[src/rtl/fpu_sub_arbiter_if.sv]
// fpu_sub_arbiter_if: requester, result and shared-subtractor handshake bundle for fpu_sub_arbiter
interface fpu_sub_arbiter_if #(parameter int WIDTH = 32);
  logic [2*WIDTH-1:0] req_a, req_b;
  logic [1:0] req_stb, req_ack, res_stb, res_ack;
  logic [WIDTH-1:0] res_z, sub_a, sub_b, sub_z;
  logic sub_a_stb, sub_b_stb, sub_a_ack, sub_b_ack, sub_z_stb, sub_z_ack, owner, busy;
  modport slave (
    input req_a, req_b, req_stb, res_ack, sub_a_ack, sub_b_ack, sub_z, sub_z_stb,
    output req_ack, res_z, res_stb, sub_a, sub_b, sub_a_stb, sub_b_stb, sub_z_ack, owner, busy
  );
  modport master (
    output req_a, req_b, req_stb, res_ack, sub_a_ack, sub_b_ack, sub_z, sub_z_stb,
    input req_ack, res_z, res_stb, sub_a, sub_b, sub_a_stb, sub_b_stb, sub_z_ack, owner, busy
  );
endinterface

[src/rtl/fpu_sub_arbiter.sv]
// fpu_sub_arbiter: round-robin sharing of one subtractor between two requesters
module fpu_sub_arbiter #(parameter int WIDTH = 32) (
  input logic clk,
  input logic rst,
  fpu_sub_arbiter_if.slave bus
);
  typedef enum logic [1:0] {IDLE, ISSUE, WAIT_Z, DELIVER} state_t;
  state_t state, state_nxt;
  logic [WIDTH-1:0] a_q, b_q, z_q;
  logic owner_q, last_grant, a_pend, b_pend;
  logic grant, start, a_xfer, b_xfer, z_xfer, done;
  always_comb begin
    grant = (&bus.req_stb) ? ~last_grant : bus.req_stb[1];
    start = state == IDLE && |bus.req_stb && !rst;
    a_xfer = bus.sub_a_stb && bus.sub_a_ack;
    b_xfer = bus.sub_b_stb && bus.sub_b_ack;
    z_xfer = bus.sub_z_ack && bus.sub_z_stb;
    done = state == DELIVER && bus.res_ack[owner_q];
    state_nxt = state;
    case (state)
      IDLE: state_nxt = start ? ISSUE : IDLE;
      ISSUE: state_nxt = ((!a_pend || a_xfer) && (!b_pend || b_xfer)) ? WAIT_Z : ISSUE;
      WAIT_Z: state_nxt = z_xfer ? DELIVER : WAIT_Z;
      DELIVER: state_nxt = done ? IDLE : DELIVER;
      default: state_nxt = IDLE;
    endcase
  end
  // every output decodes registered state, so async reset clears them without an edge
  assign bus.req_ack = start ? (grant ? 2'b10 : 2'b01) : 2'b00;
  assign bus.res_stb = state == DELIVER ? (owner_q ? 2'b10 : 2'b01) : 2'b00;
  assign bus.sub_a_stb = state == ISSUE && a_pend;
  assign bus.sub_b_stb = state == ISSUE && b_pend;
  assign bus.sub_z_ack = state == WAIT_Z;
  assign bus.sub_a = a_q;
  assign bus.sub_b = b_q;
  assign bus.res_z = z_q;
  assign bus.owner = owner_q;
  assign bus.busy = state != IDLE;
  always_ff @(posedge clk or posedge rst) begin
    if (rst) begin
      state <= IDLE;
      a_q <= '0;
      b_q <= '0;
      z_q <= '0;
      owner_q <= 1'b0;
      last_grant <= 1'b1;
      a_pend <= 1'b0;
      b_pend <= 1'b0;
    end else begin
      state <= state_nxt;
      if (start) begin
        a_q <= grant ? bus.req_a[2*WIDTH-1:WIDTH] : bus.req_a[WIDTH-1:0];
        b_q <= grant ? bus.req_b[2*WIDTH-1:WIDTH] : bus.req_b[WIDTH-1:0];
        owner_q <= grant;
        a_pend <= 1'b1;
        b_pend <= 1'b1;
      end
      if (a_xfer) a_pend <= 1'b0;
      if (b_xfer) b_pend <= 1'b0;
      if (z_xfer) z_q <= bus.sub_z;
      if (done) last_grant <= owner_q;
    end
  end
endmodule

[src/flat_wrapper.sv]
// flat-port wrapper written by rule: the top's interface ports become plain ports
module fpu_sub_arbiter_flat 
#(parameter int WIDTH = 32)
  (clk, rst, bus_req_a, bus_req_b, bus_req_stb, bus_res_ack, bus_sub_a_ack, bus_sub_b_ack, bus_sub_z, bus_sub_z_stb, bus_req_ack, bus_res_z, bus_res_stb, bus_sub_a, bus_sub_b, bus_sub_a_stb, bus_sub_b_stb, bus_sub_z_ack, bus_owner, bus_busy);
  fpu_sub_arbiter_if #(.WIDTH(WIDTH)) bus_i ();
  input logic clk;
  input logic rst;
  input wire logic [$bits(bus_i.req_a)-1:0] bus_req_a;
  input wire logic [$bits(bus_i.req_b)-1:0] bus_req_b;
  input wire logic [$bits(bus_i.req_stb)-1:0] bus_req_stb;
  input wire logic [$bits(bus_i.res_ack)-1:0] bus_res_ack;
  input wire logic [$bits(bus_i.sub_a_ack)-1:0] bus_sub_a_ack;
  input wire logic [$bits(bus_i.sub_b_ack)-1:0] bus_sub_b_ack;
  input wire logic [$bits(bus_i.sub_z)-1:0] bus_sub_z;
  input wire logic [$bits(bus_i.sub_z_stb)-1:0] bus_sub_z_stb;
  output wire logic [$bits(bus_i.req_ack)-1:0] bus_req_ack;
  output wire logic [$bits(bus_i.res_z)-1:0] bus_res_z;
  output wire logic [$bits(bus_i.res_stb)-1:0] bus_res_stb;
  output wire logic [$bits(bus_i.sub_a)-1:0] bus_sub_a;
  output wire logic [$bits(bus_i.sub_b)-1:0] bus_sub_b;
  output wire logic [$bits(bus_i.sub_a_stb)-1:0] bus_sub_a_stb;
  output wire logic [$bits(bus_i.sub_b_stb)-1:0] bus_sub_b_stb;
  output wire logic [$bits(bus_i.sub_z_ack)-1:0] bus_sub_z_ack;
  output wire logic [$bits(bus_i.owner)-1:0] bus_owner;
  output wire logic [$bits(bus_i.busy)-1:0] bus_busy;
  assign bus_i.req_a = bus_req_a;
  assign bus_i.req_b = bus_req_b;
  assign bus_i.req_stb = bus_req_stb;
  assign bus_i.res_ack = bus_res_ack;
  assign bus_i.sub_a_ack = bus_sub_a_ack;
  assign bus_i.sub_b_ack = bus_sub_b_ack;
  assign bus_i.sub_z = bus_sub_z;
  assign bus_i.sub_z_stb = bus_sub_z_stb;
  assign bus_req_ack = bus_i.req_ack;
  assign bus_res_z = bus_i.res_z;
  assign bus_res_stb = bus_i.res_stb;
  assign bus_sub_a = bus_i.sub_a;
  assign bus_sub_b = bus_i.sub_b;
  assign bus_sub_a_stb = bus_i.sub_a_stb;
  assign bus_sub_b_stb = bus_i.sub_b_stb;
  assign bus_sub_z_ack = bus_i.sub_z_ack;
  assign bus_owner = bus_i.owner;
  assign bus_busy = bus_i.busy;
  fpu_sub_arbiter #(.WIDTH(WIDTH)) u_core (.clk(clk), .rst(rst), .bus(bus_i));
endmodule
[config.mk]
export PLATFORM = sky130hd
export DESIGN_NAME = fpu_sub_arbiter_flat
export DESIGN_NICKNAME = d
export VERILOG_FILES = /design/src/rtl/fpu_sub_arbiter_if.sv /design/src/rtl/fpu_sub_arbiter.sv /design/src/flat_wrapper.sv
export SDC_FILE = /design/constraint.sdc
export NUM_CORES = 1
export LEC_CHECK = 0
export CAP_MARGIN = 5
export CORE_ASPECT_RATIO = 0.7
export CORE_MARGIN = 2
export CORE_UTILIZATION = 40
export CTS_CLUSTER_DIAMETER = 60
export CTS_CLUSTER_SIZE = 20
export DETAILED_ROUTE_END_ITERATION = 7
export GPL_TIMING_DRIVEN = 0
export HOLD_SLACK_MARGIN = 0.06
export PLACE_DENSITY = 0.86
export SETUP_SLACK_MARGIN = 0.15
export SLEW_MARGIN = 0
export SYNTH_ARGS = -nofsm -noshare
export SYNTH_HDL_FRONTEND = slang
export SYNTH_SLANG_ARGS = --single-unit
[constraint.sdc]
create_clock -name clk -period 5.1 [get_ports clk]
set_input_delay 1.02 -clock clk [delete_from_list [all_inputs] [get_ports clk]]
set_output_delay 1.02 -clock clk [all_outputs]
set_load 0.01 [all_outputs]
==> results of run 1 <==
## cell families after synthesis
family                 after synthesis
buffers and inverters               35
AOI/OAI and AO/OA                  138
muxes                               33
and+or+nand+nor                     24
DFF                                102
## area by class of cell
type                            count  area, µm²  area share (%)
Clock buffer                       10        239            3.08
Clock inverter                      6       77.6            1.00
Inverter                            2       10.0           0.129
Sequential cell                   102       2550            32.9
Timing Repair Buffer              274       2760            35.6
Multi-Input combinational cell    195       1700            21.9
Buffer                             33        226            2.92
Tap cell                          153        191            2.47
## sequential cells by signal, indices dropped and copies added (netlist names)
name / cells
u_core.b_pend: 1
u_core.a_pend: 1
u_core.state: 2
u_core.last_grant: 1
u_core.bus.sub_a: 32
u_core.bus.res_z: 32
u_core.bus.owner: 1
u_core.bus.sub_b: 32
## worst min path at each step
| stage | slack (ns) | cells past startpoint | start | to |
|---|---|---|---|---|
| floorplan | 0.49 | 1 | u_core.b_pend | u_core.b_pend |
| global placement | 0.47 | 1 | u_core.bus.res_z[3] | u_core.bus.res_z[3] |
| detailed placement | 0.48 | 1 | u_core.bus.res_z[3] | u_core.bus.res_z[3] |
| CTS | 0.50 | 1 | u_core.bus.res_z[3] | u_core.bus.res_z[3] |
| global route | 0.51 | 1 | u_core.bus.res_z[23] | u_core.bus.res_z[23] |
| finish | 0.49 | 1 | u_core.bus.res_z[3] | u_core.bus.res_z[3] |
## Yosys cell counts (2+ instances only)
library cell and number:
dfrtp_1 101, a221o_1 64, a21boi_0 32, a21boi_1 32
mux2_2 17, mux2_1 15, clkbuf_1 10, buf_6 9
buf_2 7, buf_4 7, nand2_1 6, nor2b_1 4
and3_1 3, nor2_1 3, a21oi_1 2, a22o_1 2
and2_1 2, inv_1 2, or2_2 2
## routing by layer
layer	routed length (µm)	GRT usage [%]
met4	102	3.81
met5	0	0
met2	7820	44.7
met1	5820	28.4
met3	1230	7.63
## power groups by stage
stage	sequential, mW	combinational, mW	clock [mW]
2_1_floorplan	1.57	0.762	0
3_3_place_gp	1.40	1.99	0
3_5_place_dp	1.42	2.06	0
4_1_cts	1.42	2.06	0.744
5_1_grt	1.46	2.19	0.772
6_report	1.42	2.04	0.729
==> summary.md, run 1 <==
| Metric | Value |
|---|---|
| FP Rows | `32` |
| Vias/cell | `5.27` |
| P per Cell Area | `roughly 540 nW/µm²` |
| CP most frequent cell | `clkdlybuf4s50_1` |
| Area share of and/or/nand/nor cells after synthesis | `3.04%` |
| Die width | `131 µm` |
| Ys Warns | `0` |
| Actual slew at the worst max-slew pin | `0.443 ns` |
| Cell Int Power | `2.85 mW` |
| Synth top area cells | `dfrtp_1 56%, a221o_1 14%, a21boi_0 5.4%` |
| IO Pins | `274` |
| Mapped Nets | `501` |
| Top cell type's share of synthesized area | `56.3%` |
| Flop pwr share | `33.8%` |
| Initial antenna violation count | `0` |
| Number of global-route vias before repair | `4303` |
| Post-CTS sizing | `0` |
| Reg2reg setup slack | `roughly 3.3 ns` |
| Sw Pwr | `~1.3 mW` |
| Switching share of total power | `around a third` |
| Most common cell after layout, fill and taps aside | `clkdlybuf4s50_1` |
| Crit Path Max Fanout | `10` |
| Largest area contributor in the synthesized netlist | `dfrtp_1` |
| Synth Flop Type | `dfrtp_1` |
| Final Worst Setup Slack | `1.14 ns` |
| Minimum clock period | `3.96 ns` |
| F_max | `~250 MHz` |
| Req. time, crit path | `about 4.1 ns` |
| Compound-Gate Fraction of Synth Area | `26.6%` |
| Critical path class | `input pin to output pin` |
| Synth cell types | `31` |
| Critical path depth | `5` |
| Fill cells | `762` |
| Global placer's final weighted congestion | `0.838` |
| RSZ-0062 raised after global routing | `false` |
| Total CTS buffers | `9` |
| Clk_lat worst skew | `0.34 ns` |
| Hold buffers post-CTS | `0` |
| Placed insts | `about 760` |
| Maximum VDD drop | `0.272 mV` |
| Core area | `about 11000 µm²` |
| Finished Layout Cells | `775` |
| TNS Setup | `0 ns` |
| Worst R2R Start | `u_core.state[0]` |
| Total congestion overflow | `0` |
| Max incr delay on CP | `between 0.5 and 0.6 ns` |
| Hold Fails Final Rpt | `0` |
| XOR/XNOR Fraction of Synth Area | `0%` |
| Max_cap viols | `0` |
| Synthesized flop and latch total | `102` |
| Post-synthesis cell count | `332` |
| P_leak | `3.23 nW` |
| Seq/Total Area, Yosys | `56.9%` |
| Routed length per instance | `19.3 µm` |
| Initial Util | `40.9%` |
| Pre-Repair DR Iteration Count | `4` |
| Ys async rst share | `100%` |
| Nets@finish | `786` |
| N_diodes | `0` |
| Capturing point of the worst reg2reg path | `u_core.bus.sub_b[17]` |
| Die height | `92.6 µm` |
| Slew HR | `between 70 and 80%` |
| IO Port Bufs | `273` |
| Layout area overhead | `72.9%` |
| Worst Hold Slack | `0.492 ns` |
| Antenna-violating nets left | `0` |
| Via count | `4081` |
| Tot Pwr | `4.19 mW` |
| Placed wire-length estimate | `11.5 mm` |
| Routed wire length | `15.0 mm` |
| Status | `finished, final reports clean` |
| Synth Area in Adders | `0%` |
| DRC | `0` |
| CP Launch Point | `rst` |
| Syn Std Cell Area | `4490 µm²` |
| Crit end category | `output pin` |
| Critical Path AT | `between 2 and 3 ns` |
| Die footprint | `12100 µm²` |
| CTS tree | `built` |
| First-pass GRT wire length | `22.6 mm` |
| Worst path cell trace | `clkdlybuf4s50_1 -> nor3_4 -> and3_1 -> buf_2 -> clkdlybuf4s50_1` |
| Final setup skew | `slightly above 0.005 ns` |
| Final Util | `70.7%` |
| Final Cycle Share | `77.6%` |
| R2R depth | `5` |
| Post-CTS setup buffers | `0` |
| Hold Path Class | `register to register` |
| Top delay family on crit path | `buffers and inverters` |
| Root Buffer | `clkbuf_16` |
| Max clock buf depth | `2` |
| Mux cell area share after synthesis | `8.25%` |
| Most frequent cells in the layout | `273 x clkdlybuf4s50_1, 101 x dfrtp_1, 64 x a221o_1` |
| Final setup fails | `0` |
| WP buf/inv | `3` |
| Clk network pwr share | `17.4%` |
| Pin count of the biggest net entering global routing | `73` |
| Critical Path Source Type | `input pin` |
| Slowest CP cell | `clkdlybuf4s50_1` |
| Post-synth EDFFs | `0` |
| Synth Area per Inst | `13.5 µm²` |
| Final Instance Area | `7760 µm²` |
| Clock-pin slew on the worst setup and hold paths | `~0.07 ns` |
| Share of cells above drive strength 1 | `around 10%` |
| Main combinational cell family by area after synthesis | `compound AO/OA/AOI/OAI gates` |
| Placed Area | `7440 µm²` |
| H-tree levels | `3` |
| GR Util All Layers | `between 20% and 30%` |
| Drt first-iter violations | `190` |
| Pre-CTS setup slack | `1.11 ns` |
| Logic pwr share | `between 40% and 50%` |
| Slew Limit Fails | `0` |
| Worst setup path end | `bus_req_ack[1]` |
| Clk sinks | `102` |
Power figures use the tool's default switching activity.
==> inputs of run 2 (changes only) <==
--- a/config.mk
+++ b/config.mk
@@ -8,13 +8,13 @@
 export CAP_MARGIN = 5
 export CORE_ASPECT_RATIO = 0.7
 export CORE_MARGIN = 2
-export CORE_UTILIZATION = 40
+export CORE_UTILIZATION = 34
 export CTS_CLUSTER_DIAMETER = 60
 export CTS_CLUSTER_SIZE = 20
 export DETAILED_ROUTE_END_ITERATION = 7
 export GPL_TIMING_DRIVEN = 0
 export HOLD_SLACK_MARGIN = 0.06
-export PLACE_DENSITY = 0.86
+export PLACE_DENSITY = 0.77
 export SETUP_SLACK_MARGIN = 0.15
 export SLEW_MARGIN = 0
 export SYNTH_ARGS = -nofsm -noshare
==> constraint.sdc (replaced) <==
create_clock -name clk -period 3.2 [get_ports clk]
set_input_delay 0.64 -clock clk [delete_from_list [all_inputs] [get_ports clk]]
set_output_delay 0.64 -clock clk [all_outputs]
set_load 0.01 [all_outputs]
==> summary.md, run 2 (same netlist as run 1, synthesis figures left out) <==
| Metric | Value |
|---|---|
| Status | `finished, final reports clean (unchanged)` |
| Switching share of total power | `31.2% (was 31.9%)` |
| Pre-Repair DR Iteration Count | `4 (unchanged)` |
| Fill cells | `1028 (was 762)` |
| Slew Limit Fails | `0 (unchanged)` |
| N_diodes | `0 (unchanged)` |
| Critical path class | `input pin to output pin (unchanged)` |
| Final setup fails | `0 (unchanged)` |
| Sw Pwr | `2.09 mW (was 1.34 mW)` |
| Die width | `141 µm (was 131 µm)` |
| Seq. cell area | `2550 µm² (unchanged)` |
| Max_cap viols | `0 (unchanged)` |
| Clk network pwr share | `17.8% (was 17.4%)` |
| Pre-CTS setup slack | `-0.0374 ns (was 1.11 ns)` |
| Total CTS buffers | `9 (unchanged)` |
| Clock-pin slew on the worst setup and hold paths | `0.07 ns (about the same)` |
| Pin count of the biggest net entering global routing | `38 (was 73)` |
| Crit end category | `output pin (unchanged)` |
| First-pass GRT wire length | `22.8 mm (was 22.6 mm)` |
| Routed length per instance | `18.8 µm (was 19.3 µm)` |
| CP most frequent cell | `clkdlybuf4s50_1 (unchanged)` |
| Clk sinks | `102 (unchanged)` |
| Share of cells above drive strength 1 | `10.8% (was 9.97%)` |
| Flop pwr share | `33.4% (was 33.8%)` |
| F_max | `363 MHz` |
| Hold buffers post-CTS | `0 (unchanged)` |
| Worst Hold Slack | `0.493 ns (was 0.492 ns)` |
| Hold Fails Final Rpt | `0 (unchanged)` |
| Root Buffer | `clkbuf_16 (unchanged)` |
| Req. time, crit path | `2.56 ns (was 4.08 ns)` |
| Drt first-iter violations | `124 (was 190)` |
| Number of global-route vias before repair | `4280 (was 4303)` |
| Slew HR | `52.5% (was 70.4%)` |
| FP Rows | `35 (was 32)` |
| Final Cycle Share | `86.1%` |
| Total congestion overflow | `0 (unchanged)` |
| Global placer's final weighted congestion | `0.819 (was 0.838)` |
| IO Pins | `274 (unchanged)` |
| IO Port Bufs | `273 (unchanged)` |
| Hold Path Class | `register to register (unchanged)` |
| Final Util | `60.3% (was 70.7%)` |
| H-tree levels | `3 (unchanged)` |
| Critical Path AT | `2.11 ns (was 2.94 ns)` |
| Most frequent cells in the layout | `272 x clkdlybuf4s50_1, 101 x dfrtp_1, 64 x a221o_1 (was 273 x clkdlybuf4s50_1, 101 x dfrtp_1, 64 x a221o_1)` |
| Slowest CP cell | `clkdlybuf4s50_1 (unchanged)` |
| Clk_lat worst skew | `0.34 ns (about the same)` |
| Die height | `100 µm (was 92.6 µm)` |
| Tot Pwr | `6.72 mW (was 4.19 mW)` |
| Core area | `13000 µm² (was 11000 µm²)` |
| P per Cell Area | `856 nW/µm² (was 540 nW/µm²)` |
| Crit Path Max Fanout | `10 (unchanged)` |
| GR Util All Layers | `20.5% (was 24.4%)` |
| Initial antenna violation count | `0 (unchanged)` |
| Most common cell after layout, fill and taps aside | `clkdlybuf4s50_1 (unchanged)` |
| Actual slew at the worst max-slew pin | `0.712 ns (was 0.443 ns)` |
| Initial Util | `34.5% (was 40.9%)` |
| Top delay family on crit path | `buffers and inverters (unchanged)` |
| RSZ-0062 raised after global routing | `false (unchanged)` |
| DRC | `0 (unchanged)` |
| Final Instance Area | `7840 µm² (was 7760 µm²)` |
| Via count | `4127 (was 4081)` |
| Worst path cell trace | `clkdlybuf4s50_1 -> nand2b_1 -> and3_1 -> buf_4 -> clkdlybuf4s50_1 (was clkdlybuf4s50_1 -> nor3_4 -> and3_1 -> buf_2 -> clkdlybuf4s50_1)` |
| Die footprint | `14100 µm² (was 12100 µm²)` |
| Minimum clock period | `2.75 ns` |
| Final setup skew | `0.00898 ns (was 0.00504 ns)` |
| Routed wire length | `14.9 mm (was 15.0 mm)` |
| CTS tree | `built (unchanged)` |
| Placed wire-length estimate | `11.5 mm (about the same)` |
| Maximum VDD drop | `0.401 mV (was 0.272 mV)` |
| WP buf/inv | `3 (unchanged)` |
| Nets@finish | `791 (was 786)` |
| Multi-input logic area | `1700 µm² (about the same)` |
| Critical Path Source Type | `input pin (unchanged)` |
| Layout area overhead | `74.8% (was 72.9%)` |
| Placed Area | `7470 µm² (was 7440 µm²)` |
| Max clock buf depth | `2 (unchanged)` |
| Final Worst Setup Slack | `0.445 ns (was 1.14 ns)` |
| Max incr delay on CP | `0.55 ns (was 0.58 ns)` |
| P_leak | `3.27 nW (was 3.23 nW)` |
| Cell Int Power | `4.62 mW (was 2.85 mW)` |
| Logic pwr share | `48.8% (about the same)` |
| Antenna-violating nets left | `0 (unchanged)` |
| Vias/cell | `5.20 (was 5.27)` |
## run 2: final cells by class
cell class / count / area share [%]
Multi-Input combinational cell: 195 / 21.7
Clock buffer: 9 / 2.87
Tap cell: 166 / 2.65
Inverter: 2 / 0.144
Timing Repair Buffer: 279 / 35.8
Clock inverter: 7 / 1.34
Sequential cell: 102 / 32.6
Buffer: 33 / 2.95
## run 2: repair_timing
item / 4_1_cts / 5_1_grt
endpoints found under the setup margin: 2 / 2
buffers inserted: 2 / 2
gates resized for setup: 3 / 1
pin swaps: 1 / 1
## run 2: final timing paths
check,from,end,slack (ns),cells past startpoint
max,bus_req_stb[1],bus_req_ack[0],0.45,5
max in group asynchronous,rst,u_core.bus.res_z[11],2.06,3
min reg2reg,u_core.bus.res_z[28],u_core.bus.res_z[28],0.49,1
min,u_core.bus.res_z[28],u_core.bus.res_z[28],0.49,1
max reg2reg,u_core.state[0],u_core.bus.sub_b[25],1.29,7
min in group asynchronous,rst,u_core.bus.owner,0.52,2
## run 2: through the flow
| step | TNS, ns | cells |
|---|---|---|
| after floorplan | 0 | 332 |
| after global placement | 0 | 771 |
| after detailed placement | -0.0374 | 773 |
| after CTS | 0 | 791 |
| after global routing | 0 | 793 |
| final | 0 | 793 |
## run 2: power groups by stage
stage	sequential (mW)	clock, mW	combinational [mW]
global placement	2.22	0	3.20
floorplan	2.49	0	1.22
global route	2.32	1.30	3.49
detailed placement	2.25	0	3.27
finish	2.24	1.19	3.28
CTS	2.24	1.24	3.30
## run 2: worst reg2reg max path: stages, from the launching register on
cell	delay, ns
dfrtp_1	0.37
buf_6	0.14
nor3_4	0.25
buf_4	0.15
buf_4	0.11
clkbuf_1	0.32
a21boi_0	0.18
a221o_1	0.28
## run 2: metal layers
metal / part of all wire (%) / global-route usage, % / vias up
li1: - / - / 1878
met3: 7.5 / 5.39 / 21
met1: 41 / 26.2 / 2024
met4: 1.7 / 5.08 / 0
met2: 49 / 35.0 / 204
met5: 0 / 0 / -
==> inputs of run 3 (changes only) <==
--- a/config.mk
+++ b/config.mk
@@ -5,9 +5,8 @@
 export SDC_FILE = /design/constraint.sdc
 export NUM_CORES = 1
 export LEC_CHECK = 0
-export CAP_MARGIN = 5
+export CAP_MARGIN = 15
 export CORE_ASPECT_RATIO = 0.7
-export CORE_MARGIN = 2
 export CORE_UTILIZATION = 34
 export CTS_CLUSTER_DIAMETER = 60
 export CTS_CLUSTER_SIZE = 20
@@ -15,7 +14,6 @@
 export GPL_TIMING_DRIVEN = 0
 export HOLD_SLACK_MARGIN = 0.06
 export PLACE_DENSITY = 0.77
-export SETUP_SLACK_MARGIN = 0.15
 export SLEW_MARGIN = 0
 export SYNTH_ARGS = -nofsm -noshare
 export SYNTH_HDL_FRONTEND = slang
==> summary.md, run 3 (same netlist as run 1, synthesis figures left out) <==
| Metric | Value |
|---|---|
| Status | `finished, final reports clean (unchanged)` |
| Initial Util | `35.5% (was 34.5%)` |
| N_diodes | `0 (unchanged)` |
| Via count | `4024 (was 4127)` |
| H-tree levels | `3 (unchanged)` |
| DRC | `0 (unchanged)` |
| Slowest CP cell | `clkdlybuf4s50_1 (unchanged)` |
| Placed wire-length estimate | `11.2 mm (was 11.5 mm)` |
| Start point of the worst hold path | `u_core.bus.res_z[3] (was u_core.bus.res_z[28])` |
| Pre-Repair DR Iteration Count | `4 (unchanged)` |
| Req. time, crit path | `2.56 ns (about the same)` |
| Finished Layout Cells | `786 (was 793)` |
| Final Cycle Share | `97.7% (was 86.1%)` |
| IO Pins | `274 (unchanged)` |
| Root Buffer | `clkbuf_16 (unchanged)` |
| Die height | `98.1 µm (was 100 µm)` |
| GR Util All Layers | `21.4% (was 20.5%)` |
| Crit Path Max Fanout | `10 (unchanged)` |
| Hold Fails Final Rpt | `0 (unchanged)` |
| Antenna-violating nets left | `0 (unchanged)` |
| Slew HR | `64.3% (was 52.5%)` |
| Routed length per instance | `18.1 µm (was 18.8 µm)` |
| Global placer's final weighted congestion | `0.797 (was 0.819)` |
| Tot Pwr | `6.58 mW (was 6.72 mW)` |
| P per Cell Area | `846 nW/µm² (was 856 nW/µm²)` |
| Layout area overhead | `73.2% (was 74.8%)` |
| Core area | `12600 µm² (was 13000 µm²)` |
| Max clock buf depth | `2 (unchanged)` |
| Pin count of the biggest net entering global routing | `42 (was 38)` |
| IO Port Bufs | `273 (unchanged)` |
| Die width | `139 µm (was 141 µm)` |
| CP most frequent cell | `clkdlybuf4s50_1 (unchanged)` |
| Worst Hold Slack | `0.495 ns (was 0.493 ns)` |
| Total CTS buffers | `9 (unchanged)` |
| Drt first-iter violations | `151 (was 124)` |
| Multi-input logic area | `1700 µm² (about the same)` |
| Worst R2R Start | `u_core.state[0] (unchanged)` |
| Hold Path Class | `register to register (unchanged)` |
| Actual slew at the worst max-slew pin | `0.535 ns (was 0.712 ns)` |
| Critical Path Source Type | `input pin (unchanged)` |
| F_max | `320 MHz (was 363 MHz)` |
| Vias/cell | `5.12 (was 5.20)` |
| TNS Setup | `0 ns (unchanged)` |
| Initial antenna violation count | `0 (unchanged)` |
| Number of global-route vias before repair | `4314 (was 4280)` |
| Seq. cell area | `2550 µm² (unchanged)` |
| Clock-pin slew on the worst setup and hold paths | `0.07 ns (about the same)` |
| FP Rows | `34 (was 35)` |
| Final setup skew | `0.00631 ns (was 0.00898 ns)` |
| Most common cell after layout, fill and taps aside | `clkdlybuf4s50_1 (unchanged)` |
| Share of cells above drive strength 1 | `10.1% (was 10.8%)` |
| Max incr delay on CP | `0.57 ns (was 0.55 ns)` |
| Placed insts | `769 (was 773)` |
| Most frequent cells in the layout | `273 x clkdlybuf4s50_1, 101 x dfrtp_1, 64 x a221o_1 (was 272 x clkdlybuf4s50_1, 101 x dfrtp_1, 64 x a221o_1)` |
| Final Instance Area | `7770 µm² (was 7840 µm²)` |
| Capturing point of the worst reg2reg path | `u_core.bus.sub_a[31] (was u_core.bus.sub_b[25])` |
| Placed Area | `7470 µm² (about the same)` |
| First-pass GRT wire length | `22.8 mm (about the same)` |
| Worst Hold Path Cells | `1 (unchanged)` |
| Total congestion overflow | `0 (unchanged)` |
| Clk sinks | `102 (unchanged)` |
| CTS tree | `built (unchanged)` |
| Pre-CTS setup slack | `-0.0127 ns (was -0.0374 ns)` |
| Maximum VDD drop | `0.402 mV (was 0.401 mV)` |
| R2R depth | `6 (was 7)` |
| Final Worst Setup Slack | `0.0744 ns (was 0.445 ns)` |
| Minimum clock period | `3.13 ns (was 2.75 ns)` |
| Final setup fails | `0 (unchanged)` |
| Final Util | `61.5% (was 60.3%)` |
| Clk_lat worst skew | `0.33 ns (was 0.34 ns)` |
| Fill cells | `1003 (was 1028)` |
| Worst path cell trace | `clkdlybuf4s50_1 -> nor3_4 -> and3_1 -> buf_2 -> clkdlybuf4s50_1 (was clkdlybuf4s50_1 -> nand2b_1 -> and3_1 -> buf_4 -> clkdlybuf4s50_1)` |
| Slew Limit Fails | `0 (unchanged)` |
| Nets@finish | `788 (was 791)` |
| RSZ-0062 raised after global routing | `false (unchanged)` |
| Crit end category | `output pin (unchanged)` |
| Critical path class | `input pin to output pin (unchanged)` |
| Routed wire length | `14.2 mm (was 14.9 mm)` |
| Die footprint | `13700 µm² (was 14100 µm²)` |
| Critical Path AT | `2.49 ns (was 2.11 ns)` |
| Max_cap viols | `0 (unchanged)` |
| Hold Path End | `u_core.bus.res_z[3] (was u_core.bus.res_z[28])` |
| P_leak | `3.22 nW (was 3.27 nW)` |
| Reg2reg setup slack | `1.43 ns (was 1.29 ns)` |
==> run 3: repair_timing <==
item,in CTS,in global routing
buffers inserted,1,0
hold buffers,0,0
setup endpoints to repair,1,0
resized for setup,0,0
==> run 3: routing by layer <==
metal	GRT usage, %	routed length, µm	vias up
met4	4.70	134	0
met1	26.4	5850	1969
met5	0	0	-
met2	36.8	7010	182
li1	-	-	1861
met3	6.77	1220	12
==> run 3: cell type report <==
cell class | instances | share of cell area, %
repair buffers | 276 | 35.8
flip-flops and latches | 102 | 32.9
clock buffers | 10 | 2.95
clock inverters | 6 | 0.870
well taps | 162 | 2.61
plain buffers | 33 | 2.91
multi-input cells | 195 | 21.9
inverters | 2 | 0.145
==> run 3: power by group <==
group | switching [mW] | total (mW) | internal (mW)
sequential | 0.338 | 2.25 | 1.91
clock | 0.482 | 1.09 | 0.611
combinational | 1.24 | 3.24 | 2.00
==> run 3: worst max path at each step <==
| stage | startpoint | to |
|---|---|---|
| detailed placement | rst | bus_req_ack[1] |
| CTS | rst | bus_req_ack[1] |
| finish | rst | bus_req_ack[1] |
| floorplan | rst | bus_req_ack[1] |
| global route | rst | bus_req_ack[1] |
| global placement | rst | bus_req_ack[1] |
==> run 3: worst max-delay path, delay by kind of cell <==
kind | cells | cell delay (ns)
simple gates | 2 | 0.52
buf+inv | 3 | 1.32
